### config.mk
export PLATFORM = sky130hd
export DESIGN_NAME = not_bist_ctrl_flat
export DESIGN_NICKNAME = d
export VERILOG_FILES = /design/src/rtl/not_bist_pkg.sv /design/src/rtl/not_bist_if.sv /design/src/rtl/not_bist_cmp.sv /design/src/rtl/not_bist_ctrl.sv /design/src/flat_wrapper.sv
export SDC_FILE = /design/constraint.sdc
export NUM_CORES = 1
export LEC_CHECK = 0
export ABC_AREA = 1
export CORE_ASPECT_RATIO = 1.4
export CORE_MARGIN = 10
export CORE_UTILIZATION = 55
export CTS_BUF_LIST = sky130_fd_sc_hd__clkbuf_4
export CTS_CLUSTER_SIZE = 14
export DETAILED_ROUTE_END_ITERATION = 10
export PLACE_DENSITY = 0.82
export SYNTH_ARGS = -nofsm -noshare
export SYNTH_HDL_FRONTEND = slang
export SYNTH_SLANG_ARGS = --single-unit
### constraint.sdc
create_clock -name clk -period 1.6 [get_ports clk]
set_input_delay 0.24 -clock clk [delete_from_list [all_inputs] [get_ports clk]]
set_output_delay 0.24 -clock clk [all_outputs]
set_load 0.01 [all_outputs]
### src/rtl/not_bist_pkg.sv
// Shared types and constants for the inverter BIST controller.
package not_bist_pkg;

  localparam int ERR_W = 8;

  typedef enum logic [2:0] {
    IDLE   = 3'd0,
    DRIVE  = 3'd1,
    WAIT   = 3'd2,
    CHECK  = 3'd3,
    FINISH = 3'd4
  } state_t;

  function automatic logic [ERR_W-1:0] sat_inc(input logic [ERR_W-1:0] v);
    return (v == '1) ? v : v + 1'b1;
  endfunction

endpackage

### src/rtl/not_bist_if.sv
// Run-control and result bundle of the inverter BIST controller.
interface not_bist_if #(parameter int WIDTH = 4);
  import not_bist_pkg::*;

  logic             start;
  logic             busy;
  logic             done;
  logic             pass;
  logic [ERR_W-1:0] err_count;
  logic [WIDTH-1:0] fail_vec;

  modport master (output start, input busy, done, pass, err_count, fail_vec);
  modport slave  (input start, output busy, done, pass, err_count, fail_vec);
endinterface

### src/rtl/not_bist_cmp.sv
// Flags a mismatch when any inverter output fails to be the complement of its input.
module not_bist_cmp #(
  parameter int WIDTH = 4
) (
  input  logic [WIDTH-1:0] x,
  input  logic [WIDTH-1:0] f,
  output logic             mismatch
);

  assign mismatch = |(f ^ ~x);

endmodule

### src/rtl/not_bist_ctrl.sv
// Exhaustive BIST sequencer for a bank of WIDTH inverters.
// Optional first-failure capture on fail_vec is enabled by NOT_BIST_FAIL_CAPTURE_EN.
//
// state  | meaning
// IDLE   | waiting for start, dut_x holds last pattern
// DRIVE  | apply pattern counter to dut_x, load settle timer
// WAIT   | settle timer counts down to terminal count
// CHECK  | compare dut_f with ~dut_x, advance or finish
// FINISH | pulse done, publish pass, drop busy
module not_bist_ctrl
  import not_bist_pkg::*;
#(
  parameter int WIDTH  = 4,
  parameter int SETTLE = 2
) (
  input  logic             clk,
  input  logic             rst,
  output logic [WIDTH-1:0] dut_x,
  input  logic [WIDTH-1:0] dut_f,
  not_bist_if.slave        bus
);

  localparam logic [3:0]     SETTLE_LD = 4'(SETTLE - 1);
  localparam logic [WIDTH:0] PAT_LAST  = {1'b0, {WIDTH{1'b1}}};

  state_t           state;
  logic [WIDTH:0]   pat;
  logic [3:0]       settle;
  logic             busy_q;
  logic             done_q;
  logic             pass_q;
  logic [ERR_W-1:0] err_q;
  logic             mismatch;
  logic             accept;

  // A start seen during the done cycle is dropped so a held start cannot chain runs.
  assign accept = (state == IDLE) && bus.start && !done_q;

  not_bist_cmp #(.WIDTH(WIDTH)) u_cmp (
    .x        (dut_x),
    .f        (dut_f),
    .mismatch (mismatch)
  );

  always_ff @(posedge clk or posedge rst) begin
    if (rst) begin
      state  <= IDLE;
      pat    <= '0;
      settle <= '0;
      dut_x  <= '0;
      busy_q <= 1'b0;
      done_q <= 1'b0;
      pass_q <= 1'b0;
      err_q  <= '0;
    end else begin
      done_q <= 1'b0;
      case (state)
        IDLE: begin
          if (accept) begin
            pat    <= '0;
            err_q  <= '0;
            pass_q <= 1'b0;
            busy_q <= 1'b1;
            state  <= DRIVE;
          end
        end
        DRIVE: begin
          dut_x  <= pat[WIDTH-1:0];
          settle <= SETTLE_LD;
          state  <= WAIT;
        end
        WAIT: begin
          if (settle == 4'd0) state <= CHECK;
          else                settle <= settle - 4'd1;
        end
        CHECK: begin
          if (mismatch) err_q <= sat_inc(err_q);
          if (pat == PAT_LAST) begin
            state <= FINISH;
          end else begin
            pat   <= pat + 1'b1;
            state <= DRIVE;
          end
        end
        FINISH: begin
          done_q <= 1'b1;
          pass_q <= (err_q == '0);
          busy_q <= 1'b0;
          state  <= IDLE;
        end
        default: state <= IDLE;
      endcase
    end
  end

  assign bus.busy      = busy_q;
  assign bus.done      = done_q;
  assign bus.pass      = pass_q;
  assign bus.err_count = err_q;

`ifdef NOT_BIST_FAIL_CAPTURE_EN
  logic [WIDTH-1:0] fail_q;

  // err_q is still zero at the first mismatching CHECK of a run.
  always_ff @(posedge clk or posedge rst) begin
    if (rst)                                         fail_q <= '0;
    else if (accept)                                 fail_q <= '0;
    else if (state == CHECK && mismatch && err_q == '0) fail_q <= dut_x;
  end

  assign bus.fail_vec = fail_q;
`else
  assign bus.fail_vec = '0;
`endif

endmodule
### src/flat_wrapper.sv
// flat-port wrapper written by rule: the top's interface ports become plain ports
module not_bist_ctrl_flat import not_bist_pkg::*;
#(
  parameter int WIDTH  = 4,
  parameter int SETTLE = 2
)
  (clk, rst, dut_x, dut_f, bus_start, bus_busy, bus_done, bus_pass, bus_err_count, bus_fail_vec);
  not_bist_if #(.WIDTH(WIDTH)) bus_i ();
  input  logic clk;
  input  logic rst;
  output logic [WIDTH-1:0] dut_x;
  input  logic [WIDTH-1:0] dut_f;
  input wire logic [$bits(bus_i.start)-1:0] bus_start;
  output wire logic [$bits(bus_i.busy)-1:0] bus_busy;
  output wire logic [$bits(bus_i.done)-1:0] bus_done;
  output wire logic [$bits(bus_i.pass)-1:0] bus_pass;
  output wire logic [$bits(bus_i.err_count)-1:0] bus_err_count;
  output wire logic [$bits(bus_i.fail_vec)-1:0] bus_fail_vec;
  assign bus_i.start = bus_start;
  assign bus_busy = bus_i.busy;
  assign bus_done = bus_i.done;
  assign bus_pass = bus_i.pass;
  assign bus_err_count = bus_i.err_count;
  assign bus_fail_vec = bus_i.fail_vec;
  not_bist_ctrl #(.WIDTH(WIDTH), .SETTLE(SETTLE)) u_core (.clk(clk), .rst(rst), .dut_x(dut_x), .dut_f(dut_f), .bus(bus_i));
endmodule
==> results.py <==
metrics = {
    "setup_path": {
        "cpLargestDelayFamily": "buffers and inverters",
        "worst-path-buf-inv": 1,
        "cp_slowest_cell": "clkdlybuf4s50_1",
        "worstPathArrival_ps": 1310,
        "critPathMaxFanout": 5,
        "worst_setup_path_start_kind": "register",
        "worstPathCellList": "clkdlybuf4s50_1",
        "crit_path_end_kind": "output pin",
        "path_class": "reg2out",
        "cp.required_ps": 1360,
        "critPathMaxStageDelay_ps": 550,
    },
    "clock_network": {
        "cts.sinks": 27,
        "clkLatencyLatePin_ps": 330,
        "cts_buffers": 3,
        "tritoncts": "done",
        "clockBufferDepth": 2,
        "h-tree-depth": 1,
        "clk_pin_slew_ps": 150,
        "cts_root_buf": "clkbuf_4",
    },
    "floorplanning": {
        "die_area_mm2": 0.00550,
        "pin_count": 26,
        "fp.dieW_um": 65.6,
        "die_h_um": 83.8,
        "rows": 23,
        "core-area_mm2": 0.00282,
        "start_util_pct": 56.7,
    },
    "pwr": {
        "peakVddDrop_mv": 0.740,
        "p_int_mw": 1.52,
        "swShare_pct": 42.3,
        "combPwrFrac_pct": 50.8,
        "power.share.sequential_pct": 37.2,
        "power_density_mw_per_mm2": 1310,
        "power_switching_mw": 1.11,
        "power.leakage_nw": 1.06,
        "power_mw": 2.63,
        "power_frac_clock_pct": 12.0,
    },
    "global_routing": {
        "track_usage_pct": 13.9,
        "grt_pass1_vias": 1448,
        "grt_overflow": 0,
        "grt_pass1_wl_mm": 6.38,
        "grt_max_degree": 28,
        "antenna_found_initial": 0,
    },
    "layout": {
        "nNetsFinal": 273,
        "final_cells": 296,
        "regArea_um2": 679,
        "multi_input_area_um2": 764,
        "n_antenna_cell": 0,
        "final_layout_size_suffix_gt1_share_pct": 13.5,
        "fillers": 260,
        "syn2layout_area_growth_pct": 25.3,
        "stdcell_area_mm2": 0.00200,
    },
    "synth": {
        "synth_warnings": 0,
        "ys_seq_elements": 27,
        "synth_area_mm2": 0.00160,
        "syn_area_per_cell_um2": 7.31,
        "seq_area_frac_synth_pct": 42.2,
        "synthCells": 219,
        "ys_types": 25,
    },
    "timing": {
        "hold_violations": 0,
        "fin_worst_skew_ps": 7.62,
        "fmax_ghz": 0.645,
        "fin_crit_ps": 1550,
        "timing.hold.ws_ps": 248,
        "slew_violations": 0,
        "finalSetupViolCount": 0,
        "timing.final.crit_share_pct": 96.9,
    },
    "routing": {
        "vias_per_cell": 5.09,
        "ant_nets": 0,
        "drc": 0,
        "vias": 1506,
        "post_drt_wl_per_cell_um": 12.2,
        "firstDrtPassIters": 5,
        "drt_iter0_drc": 84,
        "routed_wl_mm": 3.61,
    },
    "placement": {
        "place_area_mm2": 0.00190,
        "hpwl_mm": 2.71,
        "place_inst": 284,
        "place.gp.congestion": 0.872,
        "portBuffers": 21,
    },
    "status": {
        "status": "finished clean",
    },
    "job": {
        "drv_cap": 0,
    },
    "min_path": {
        "hold_class": "in2async",
    },
}
[cell usage after synthesis]
cell	number	area share, %
a21oi_1	7	2.2
a31oi_1	1	0.39
and3_1	1	0.39
buf_2	1	0.31
buf_4	4	1.9
buf_6	1	0.70
clkinv_2	1	0.31
conb_1	1	0.23
dfrtp_1	27	42
ha_1	6	4.7
inv_1	36	8.4
nand2_1	61	14
nand2_4	1	0.70
nand3_1	14	4.4
nand3_2	3	1.9
nand3_4	1	1.1
nand4_1	8	3.1
nor2_1	26	6.1
nor2_2	1	0.39
nor3_1	2	0.63
nor3_2	1	0.63
o21ai_0	12	3.8
o21ai_1	1	0.31
o21ai_2	1	0.55
or2_2	1	0.39
[what timing repair did]
item,CTS,global route
resized for setup,6,3
setup buffers,1,7
setup endpoints to repair,6,11
pin swaps,0,1
hold buffers,0,0
[through the flow]
stage | TNS, ps | setup slack [ps] | utilization, %
after CTS | 0 | 8.25 | 68.6
after detailed placement | -43.4 | -37.2 | 67.3
after global routing | -3.41 | -3.41 | 71.1
after global placement | 0 | 21.1 | 67.3
final | 0 | 50.0 | 71.1
after floorplan | 0 | 223 | -
[placed cells by master, fill, tap and decap left out, types with 4 or more instances in the layout]
master           instances
nand2_1                 61
inv_1                   36
nor2_1                  26
dfrtp_1                 24
buf_4                   18
clkdlybuf4s50_1         17
nand3_1                 14
o21ai_0                 12
nand4_1                  8
a21oi_1                  7
ha_1                     6
conb_1                   4
clkbuf_4                 4
[cells by family after synthesis]
| family | share of synthesized area (%) |
|---|---|
| fa+ha+maj | 4.69 |
| other cells | 0.234 |
| flops | 42.2 |
| compound gates | 7.19 |
| buf+inv | 11.6 |
| simple gates | 34.0 |
[flip-flops by register name, indices dropped and copies added, names as in the netlist]
signal / count
u_core.dut_x: 4
u_core.bus.err_count: 8
u_core.bus.done: 1
u_core.state: 3
u_core.bus.pass: 1
u_core.settle: 4
u_core.pat: 5
u_core.bus.busy: 1
[layer usage]
| layer | GRT usage, % | vias up | routed length [um] |
|---|---|---|---|
| met5 | 0 | - | 0 |
| met4 | 5.08 | 0 | 44 |
| met3 | 2.96 | 5 | 150 |
| met2 | 23.4 | 29 | 1920 |
| met1 | 16.4 | 707 | 1490 |
| li1 | - | 765 | - |
[power by group through the flow]
| stage | logic [mW] | registers (mW) | clock network [mW] |
|---|---|---|---|
| 2_1_floorplan | 0.800 | 1.03 | 0 |
| 3_3_place_gp | 1.27 | 0.986 | 0 |
| 4_1_cts | 1.29 | 0.977 | 0.321 |
| 3_5_place_dp | 1.30 | 0.994 | 0 |
| 6_report | 1.34 | 0.978 | 0.315 |
| 5_1_grt | 1.56 | 1.00 | 0.344 |
[path summary, 6_finish.rpt]
kind	start	end	slack [ps]	cells after the start
setup / recovery	u_core.bus.err_count[6]$_DFFE_PP0P_	bus_err_count[6]	50	1
hold / removal	rst	u_core.settle[2]$_DFFE_PP0P_	250	3
setup reg to reg	u_core.pat[0]$_DFFE_PP0P_	u_core.state[0]$_DFFE_PP0P_	120	8
hold reg to reg	u_core.bus.busy$_DFFE_PP0P_	u_core.bus.busy$_DFFE_PP0P_	520	2
max in group asynchronous	rst	u_core.bus.err_count[7]$_DFFE_PP0P_	1060	3
min in group clk	u_core.bus.busy$_DFFE_PP0P_	u_core.bus.busy$_DFFE_PP0P_	520	2
[final cells by class]
type                       count  area share [%]
multi-input combinational    152            38.1
sequential                    27            33.9
clock buffer                   4            1.50
timing repair buffer          39            17.2
tap                           37            2.31
inverter                      37            6.99
No activity file was read; power rests on OpenSTA's default activity.
